## src/rtl/pr3_fft_scheduler.sv

```systemverilog
// Round-robin frame scheduler sharing one streaming FFT between NSINK capture buffers.
// Define PR3_SCHED_STATS_EN for frames_done/stall_cycles; the release pulse is buf_release (release is reserved).
module pr3_fft_scheduler #(
  parameter int NSINK  = 3,
  parameter int FFT    = 11,
  parameter int RD_LAT = 1,
  parameter int GAP    = 2
) (
  input  logic             clk20,
  input  logic             reset,
  input  logic [NSINK-1:0] req,
  input  logic             fft_ready,
  output logic [NSINK-1:0] grant,
  output logic             rd_en,
  output logic [FFT-1:0]   rd_addr,
  output logic [NSINK-1:0] buf_release,
  output logic             fft_valid,
  output logic             fft_sop,
  output logic             fft_eop,
`ifdef PR3_SCHED_STATS_EN
  output logic [15:0]      frames_done,
  output logic [15:0]      stall_cycles,
`endif
  output logic [2:0]       chan_id
);

  localparam logic [FFT-1:0] ADDR_MAX = '1;
  localparam int GAP_CYC = (GAP < 1) ? 1 : GAP;

  typedef enum logic [1:0] {IDLE, RUN, DRAIN, GAPW} state_t;

  typedef struct packed {
    logic       v;
    logic       s;
    logic       e;
    logic [2:0] ch;
  } tag_t;

  state_t           state_reg, state_next;
  logic [NSINK-1:0] grant_reg, grant_next;
  logic [NSINK-1:0] rel_reg, rel_next;
  logic [2:0]       gidx_reg, gidx_next;
  logic [2:0]       rr_reg, rr_next;
  logic [FFT-1:0]   addr_reg, addr_next;
  logic [3:0]       cnt_reg, cnt_next;
  logic [7:0]       req_ext;
  logic [7:0]       pick_oh;
  logic [2:0]       pick_idx;
  logic             pick_found;

  function automatic logic [2:0] wrap_idx(input logic [2:0] base, input int off);
    int s;
    s = int'(base) + off;
    if (s >= NSINK) s = s - NSINK;
    return 3'(s);
  endfunction

  assign req_ext = 8'(req);

  // First requester at or after the rr pointer, searching upward modulo NSINK.
  always_comb begin
    pick_found = 1'b0;
    pick_idx   = '0;
    for (int k = 0; k < NSINK; k++) begin
      if (!pick_found && req_ext[wrap_idx(rr_reg, k)]) begin
        pick_found = 1'b1;
        pick_idx   = wrap_idx(rr_reg, k);
      end
    end
  end

  assign pick_oh = 8'd1 << pick_idx;

  always_comb begin
    state_next = state_reg;
    grant_next = grant_reg;
    gidx_next  = gidx_reg;
    rr_next    = rr_reg;
    addr_next  = addr_reg;
    cnt_next   = cnt_reg;
    rel_next   = '0;
    rd_en      = 1'b0;
    case (state_reg)
      IDLE: begin
        if (pick_found) begin
          grant_next = pick_oh[NSINK-1:0];
          gidx_next  = pick_idx;
          addr_next  = '0;
          state_next = RUN;
        end
      end
      RUN: begin
        rd_en = fft_ready;
        if (fft_ready) begin
          if (addr_reg == ADDR_MAX) begin
            state_next = DRAIN;
            cnt_next   = '0;
          end else begin
            addr_next = addr_reg + 1'b1;
          end
        end
      end
      DRAIN: begin
        // Release only once the last sample has left the read pipeline.
        if (cnt_reg == 4'(RD_LAT - 1)) begin
          rel_next   = grant_reg;
          grant_next = '0;
          rr_next    = (gidx_reg == 3'(NSINK - 1)) ? 3'd0 : gidx_reg + 3'd1;
          cnt_next   = '0;
          state_next = GAPW;
        end else begin
          cnt_next = cnt_reg + 4'd1;
        end
      end
      GAPW: begin
        if (cnt_reg == 4'(GAP_CYC - 1)) begin
          state_next = IDLE;
        end else begin
          cnt_next = cnt_reg + 4'd1;
        end
      end
      default: state_next = IDLE;
    endcase
  end

  always_ff @(posedge clk20) begin
    if (!reset) begin
      state_reg <= IDLE;
      grant_reg <= '0;
      gidx_reg  <= '0;
      rr_reg    <= '0;
      addr_reg  <= '0;
      cnt_reg   <= '0;
      rel_reg   <= '0;
    end else begin
      state_reg <= state_next;
      grant_reg <= grant_next;
      gidx_reg  <= gidx_next;
      rr_reg    <= rr_next;
      addr_reg  <= addr_next;
      cnt_reg   <= cnt_next;
      rel_reg   <= rel_next;
    end
  end

  assign grant       = grant_reg;
  assign rd_addr     = addr_reg;
  assign buf_release = rel_reg;

  // Framing travels alongside the buffer data, RD_LAT stages behind rd_en.
  tag_t pipe [RD_LAT+1];

  assign pipe[0] = '{v: rd_en,
                     s: rd_en && (addr_reg == '0),
                     e: rd_en && (addr_reg == ADDR_MAX),
                     ch: gidx_reg};

  generate
    for (genvar gi = 0; gi < RD_LAT; gi++) begin : g_lat
      always_ff @(posedge clk20) begin
        if (!reset) pipe[gi+1] <= '0;
        else        pipe[gi+1] <= pipe[gi];
      end
    end
  endgenerate

  assign fft_valid = pipe[RD_LAT].v;
  assign fft_sop   = pipe[RD_LAT].s;
  assign fft_eop   = pipe[RD_LAT].e;
  assign chan_id   = pipe[RD_LAT].ch;

`ifdef PR3_SCHED_STATS_EN
  logic [15:0] frames_reg, stall_reg;

  always_ff @(posedge clk20) begin
    if (!reset) begin
      frames_reg <= '0;
      stall_reg  <= '0;
    end else begin
      if (|rel_next) frames_reg <= frames_reg + 16'd1;
      if (state_reg == RUN && !fft_ready) stall_reg <= stall_reg + 16'd1;
    end
  end

  assign frames_done  = frames_reg;
  assign stall_cycles = stall_reg;
`endif

endmodule
```

## config.mk

```make
export PLATFORM = sky130hd
export DESIGN_NAME = pr3_fft_scheduler
export DESIGN_NICKNAME = d
export VERILOG_FILES = /design/src/rtl/pr3_fft_scheduler.sv
export SDC_FILE = /design/constraint.sdc
export NUM_CORES = 1
export LEC_CHECK = 0
export BUFFER_PORTS_ARGS = -buffer_cell sky130_fd_sc_hd__buf_2
export CAP_MARGIN = 10
export CORE_MARGIN = 10
export CORE_UTILIZATION = 57
export DETAILED_ROUTE_END_ITERATION = 8
export PLACE_DENSITY = 0.79
export SETUP_SLACK_MARGIN = 0.1
export SKIP_CTS_REPAIR_TIMING = 1
export SYNTH_ARGS = -nofsm -noshare
export SYNTH_HDL_FRONTEND = slang
export SYNTH_SLANG_ARGS = --single-unit
```

## constraint.sdc

```tcl
create_clock -name clk20 -period 3.75 [get_ports clk20]
set_input_delay 0 -clock clk20 [delete_from_list [all_inputs] [get_ports clk20]]
set_output_delay 0 -clock clk20 [all_outputs]
set_load 0.02 [all_outputs]
```

# --- Word-level counts from Yosys, hierarchy flattened ---
# Cells that the tools add are included.
totals:
  ff_bits: 35
  latch_bits: 0
  ram_bits: 0
  mem_bits_ro: 0
  input_bits: 6
  out_inout_bits: 24
  wordCells: 93
  mem_count: 0
classes:
  n_addsub: 8
  n_mul: 0
  n_div: 0
  order_cmp: 6
  n_eq_ne: 13
  n_shift: 1
  n_mux: 35
  bitwise: 0
  reduce_logical: 19
ops:
  columns: ["op", "count"]
  rows:
  - ["$mux 11", 3]
  - ["$mux 3", 9]
  - ["$pmux 11 s2", 1]
  - ["$mux 4", 4]
  - ["$ne 2x2->1 const B", 7]
  - ["$lt 3x4->1 const B", 3]
  - ["$pmux 4 s3", 1]
  - ["$add 11x1->11 const B", 1]
  - ["$eq 11x11->1 const B", 1]
  - ["$logic_not 11->1", 1]
  - ["$mux 2", 5]
  - ["$bmux 1 s3", 3]
  - ["$sub 3x2->3 const B", 3]
  - ["$ge 4x2->1 const B", 2]
  - ["$pmux 2 s4", 1]
  - ["$reduce_and 4->1", 2]
  - ["$mux 1", 7]
  - ["$pmux 3 s2", 1]
  - ["$reduce_and 3->1", 2]
  - ["$reduce_and 5->1", 1]
  - ["$add 3x1->4 const B", 1]
  - ["$add 3x2->4 const B", 1]
  - ["$add 4x1->4 const B", 1]
  - ["$eq 2x2->1 const B", 2]
  - ["13 further kinds", 19]

# --- Longest topological paths before layout ---
depth:
  word_depth: 14
  mapped_depth: 11
  mapped_depth_nobuf: 9

# --- Least setup slack after synthesis ---
# Ideal clock, no wire load.
synth_timing:
  path_type: "reg2reg"
  start: "register rr_reg[1]"
  end: "register grant_reg[0] (netlist: grant[0])"
  setup_time_ns: 0.088
  arrival_time_ns: 2.564
  t_required_ns: 3.662
  path_slack_ns: 1.097
  stages_incl_launch_ff: 12
  path_buffers: 2
  period_less_slack_ns: 2.653
  path_cell_list: "dfxtp_1 clkbuf_1 inv_1 ha_1 buf_6 inv_1 or3_4 a31oi_4 o21bai_4 o21ai_2 or3_4 o32ai_2"
synth_via:
  elab_chain_len: 14
  word_cells_on_any_way: 32
  classes_between: "add/sub: 5; order compare: 3; eq/ne: 1; shift: 1; mux: 17; reduce/logical: 5"
synth_rtl:
  columns: ["element", "line", "source"]
  rows:
  - ["start, declared", "43", "logic [2:0] rr_reg, rr_next;"]
  - ["start signal, assigned", "139", "rr_reg <= rr_next;"]
  - ["branches (longest 14 deep; another with $add 3x1->4)", null, null]
  - ["end signal, assigned", "137", "grant_reg <= grant_next;"]
  - ["end, declared", "40", "logic [NSINK-1:0] grant_reg, grant_next;"]
# Parallel ways; which one is timed is not known. The select of a mux whose other input is x is not followed.
# A chain may end at the register's enable or synchronous reset.

# --- Final worst setup path ---
layout_timing:
  start: "register rr_reg[0]"
  end: "register addr_reg[10] (netlist: rd_addr[10])"
layout_via:
  elab_chain_len: 13
  word_cells_on_any_way: 26
  classes_between: "add/sub: 5; order compare: 3; eq/ne: 1; mux: 12; reduce/logical: 5"
layout_rtl:
  columns: ["element", "line", "source"]
  rows:
  - ["branches (longest 10 deep; another with $add 3x1->4)", null, null]
  - ["$mux 1 (*)", "65", "if (!pick_found && req_ext[wrap_idx(rr_reg, k)]) begin"]
  - ["$ne 2x2->1 (no line) (*)", null, null]
  - ["$reduce_and 4->1 (no line) (*)", null, null]
  - ["end signal, assigned", "140", "addr_reg <= addr_next;"]
  - ["end, declared", "44", "logic [FFT-1:0] addr_reg, addr_next;"]
# Mark *: on every way between the ends. The select of a mux whose other input is x is not followed.

==> summary.md <==
| Metric | Value |
|---|---|
| Initial core utilization | `around 59%` |
| DR vias | `between 1,500 and 2,000` |
| Largest family of logic cells by synthesized area | `simple AND/OR/NAND/NOR gates` |
| Fillers | `around 340` |
| Simple-Gate Fraction of Synth Area | `about a quarter` |
| Max Cap Violations | `0` |
| IO Count | `30` |
| Maximum clock rate | `approximately 0.33 GHz` |
| Cell count after synthesis | `258` |
| Relative slew margins | `between 40 and 50%` |
| Cell count after placement | `about 330` |
| Post-synthesis sequential area ratio | `32.1%` |
| Synth Area in Compound Gates | `23.2%` |
| Worst R2R Setup Slack | `slightly above 0.7 ns` |
| Slew @ Worst Pin | `just under 0.8 ns` |
| Post-Synth Adder-Cell Area | `approximately 9%` |
| Synth-to-layout area growth | `11.5%` |
| Final wirelength | `between 4000 and 5000 um` |
| Clk_skew | `just under 0.004 ns` |
| Syn Std Cell Area | `~2200 um2` |
| Hold Crit Start | `reset` |
| RR Startpoint | `rr_reg[0]` |
| Post-route DRC violation count | `0` |
| Dominant cells by area after synthesis | `dfxtp_1, ha_1, nand2_1` |
| Die X | `between 80 and 90 um` |
| Vias in the first global route | `1,803` |
| CTS tree | `yes` |
| Yosys warns | `0` |
| PortBufs | `29` |
| CP Capture Type | `flop` |
| GRT Overall Usage | `roughly 15%` |
| Fin Hold WS | `approximately 0.052 ns` |
| Metal-1 WL | `approximately 2100 um` |
| Worst-path clk slew | `about 0.070 ns` |
| Initial DRC Count | `90` |
| CP max FO | `17` |
| Routed wl met2 | `about 2300 um` |
| Initial antenna violation count | `0` |
| Max reg flops | `11` |
| Async S/R FF share, synth | `0%` |
| CP arrival | `between 3 and 4 ns` |
| Leading area contributor after synthesis | `dfxtp_1` |
| Worst Slack Setup Final | `0.725 ns` |
| Area of the core | `around 3700 um2` |
| Syn Nets | `280` |
| Main synth FF type | `dfxtp_1` |
| EDFF count, synth | `0` |
| Register bit total from synthesis | `35` |
| Final std cells w/o fill | `approximately 330` |
| Synth cell types | `57` |
| RR Endpoint | `rd_addr[10]` |
| CTS buffer count | `5` |
| Critical path class | `flop to flop` |
| RePlAce Congestion | `about 0.9` |
| Pwr dens | `around 750 nW/um2` |
| Largest net degree at the start of global routing | `26` |
| Routed Antenna Nets | `0` |
| LEAKAGE | `roughly 0.0011 uW` |
| Critical Path End | `rd_addr[10]` |
| Skew-Pair Late Insertion Delay | `about 0.28 ns` |
| Maximum vdd ir drop | `0.000434 V` |
| DR top layer | `met4` |
| N_diodes | `0` |
| Post-Synth XOR/XNOR Area | `around 1.2%` |
| Hold Crit Class | `primary input to flop` |
| Pre-CTS setup slack | `0.820 ns` |
| Final Setup Violations | `0` |
| First-pass GRT wire length | `roughly 8000 um` |
| Grt total ovfl | `0` |
| Fin crit share | `80.7%` |
| Drt wl/cell | `between 10 and 15 um` |
| RSZ-0062 raised after global routing | `false` |
| Met3 wire length | `about 330 um` |
| Clk sinks | `35` |
| Cells on worst reg2reg path | `9` |
| First-pass iteration count of the detailed router | `4` |
| Area share of the largest cell type after synthesis | `around 32%` |
| Cell with the most instances after synthesis | `dfxtp_1` |
| Synth Area per Inst | `8.45 um2` |
| Setup TNS Final | `0 ns` |
| Status | `finished clean` |
| Max Root-Sink Buffers | `2` |
| Post-synthesis mux area share | `between 3 and 4%` |
| Vias per cell | `around 5.8` |
| Commonest cells post-synth | `dfxtp_1, nand2_1, nor2_1` |
| Hold Fails Final Rpt | `0` |
| Critical Path Start | `rr_reg[0]` |
| Number of cell rows | `22` |
| Worst endpoint required time | `approximately 3.9 ns` |
| H-tree depth | `2` |
| HPWL after DPL | `~3600 um` |
| Nets | `306` |
| Setup crit start kind | `flop` |
| Layout cells sized above 1 | `about a fifth` |
| Die height | `approximately 82 um` |
| Max-slew violation count | `0` |
| Tmin final | `just over 3 ns` |
| Root Buffer | `clkbuf_8` |
| Die area | `around 6700 um2` |
worst min-delay path by stage:
stage / to / slack [ns] / cells past startpoint
final: rd_addr[6] / 0.05 / 2
after global routing: rd_addr[6] / 0.06 / 2
after CTS: rd_addr[6] / 0.05 / 2
after detailed placement: rd_addr[6] / 0.35 / 2
after global placement: rd_addr[6] / 0.35 / 2
after floorplan: rd_en / 0.18 / 2
per-stage QoR:
step	power, uW	cell area (um2)	util [%]
2_1_floorplan	1310	2180	-
3_3_place_gp	1440	2310	62.8
5_1_grt	1950	2430	65.9
3_5_place_dp	1470	2310	62.8
6_report	1820	2430	65.9
4_1_cts	1820	2430	65.9
where the power goes:
group / internal (uW) / leakage [uW] / total [uW] / switching [uW]
clock: 215 / 0.0000612 / 350 / 135
combinational: 400 / 0.000715 / 987 / 587
sequential: 428 / 0.000284 / 482 / 53.9
total: 1040 / 0.00106 / 1820 / 776
critical path, stage by stage (launching register included):
cell and delay (ns):
dfxtp_1 0.48, ha_1 0.29, ha_1 0.21, a211o_1 0.32
a21boi_0 0.14, o21ai_0 0.42, nand4_1 0.18, o21ai_0 0.48
nor3_1 0.12, o221a_2 0.26
layer usage:
metal	track usage, %	vias up
met4	4.93	0
met1	17.2	894
met5	0	-
met3	4.69	4
met2	24.4	60
li1	-	978
cell type report:
| class | count | area (um2) | area share, % |
|---|---|---|---|
| multi-input combinational | 194 | 1330 | 54.8 |
| sequential | 35 | 701 | 28.8 |
| timing repair buffer | 30 | 153 | 6.28 |
| clock buffer | 6 | 82.6 | 3.40 |
| inverter | 18 | 67.6 | 2.78 |
| tap | 48 | 60.1 | 2.47 |
| clock inverter | 2 | 35.0 | 1.44 |
kinds of logic after synthesis:
group	after synthesis
AOI/OAI and AO/OA	67
and+or+nand+nor	100
muxes	8
DFF	35
adders and majority gates	16
xor gates and xnor gates	3
buffers and inverters	29
placed cells by master, fill, tap and decap left out, types with 2 or more instances in the layout:
master and count:
dfxtp_1 35, buf_2 29, nand2_1 25, nor2_1 24, inv_1 18, a21oi_1 16
ha_1 16, o21ai_0 10, nand2b_1 8, mux2i_1 7, nand3_1 7, nor3_1 6
clkbuf_8 6, nor4_1 5, and2_1 4, and3_1 4, a21o_1 3, nor3b_1 3
a31oi_1 3, a311oi_1 3, a32o_1 3, o21a_1 3, or3_4 2, o2111ai_1 2
a21boi_0 2, nand4_1 2, o31ai_1 2, xnor2_1 2, o211ai_1 2, o22ai_1 2
nand3b_1 2, a211oi_1 2
Power figures use the tool's default switching activity.
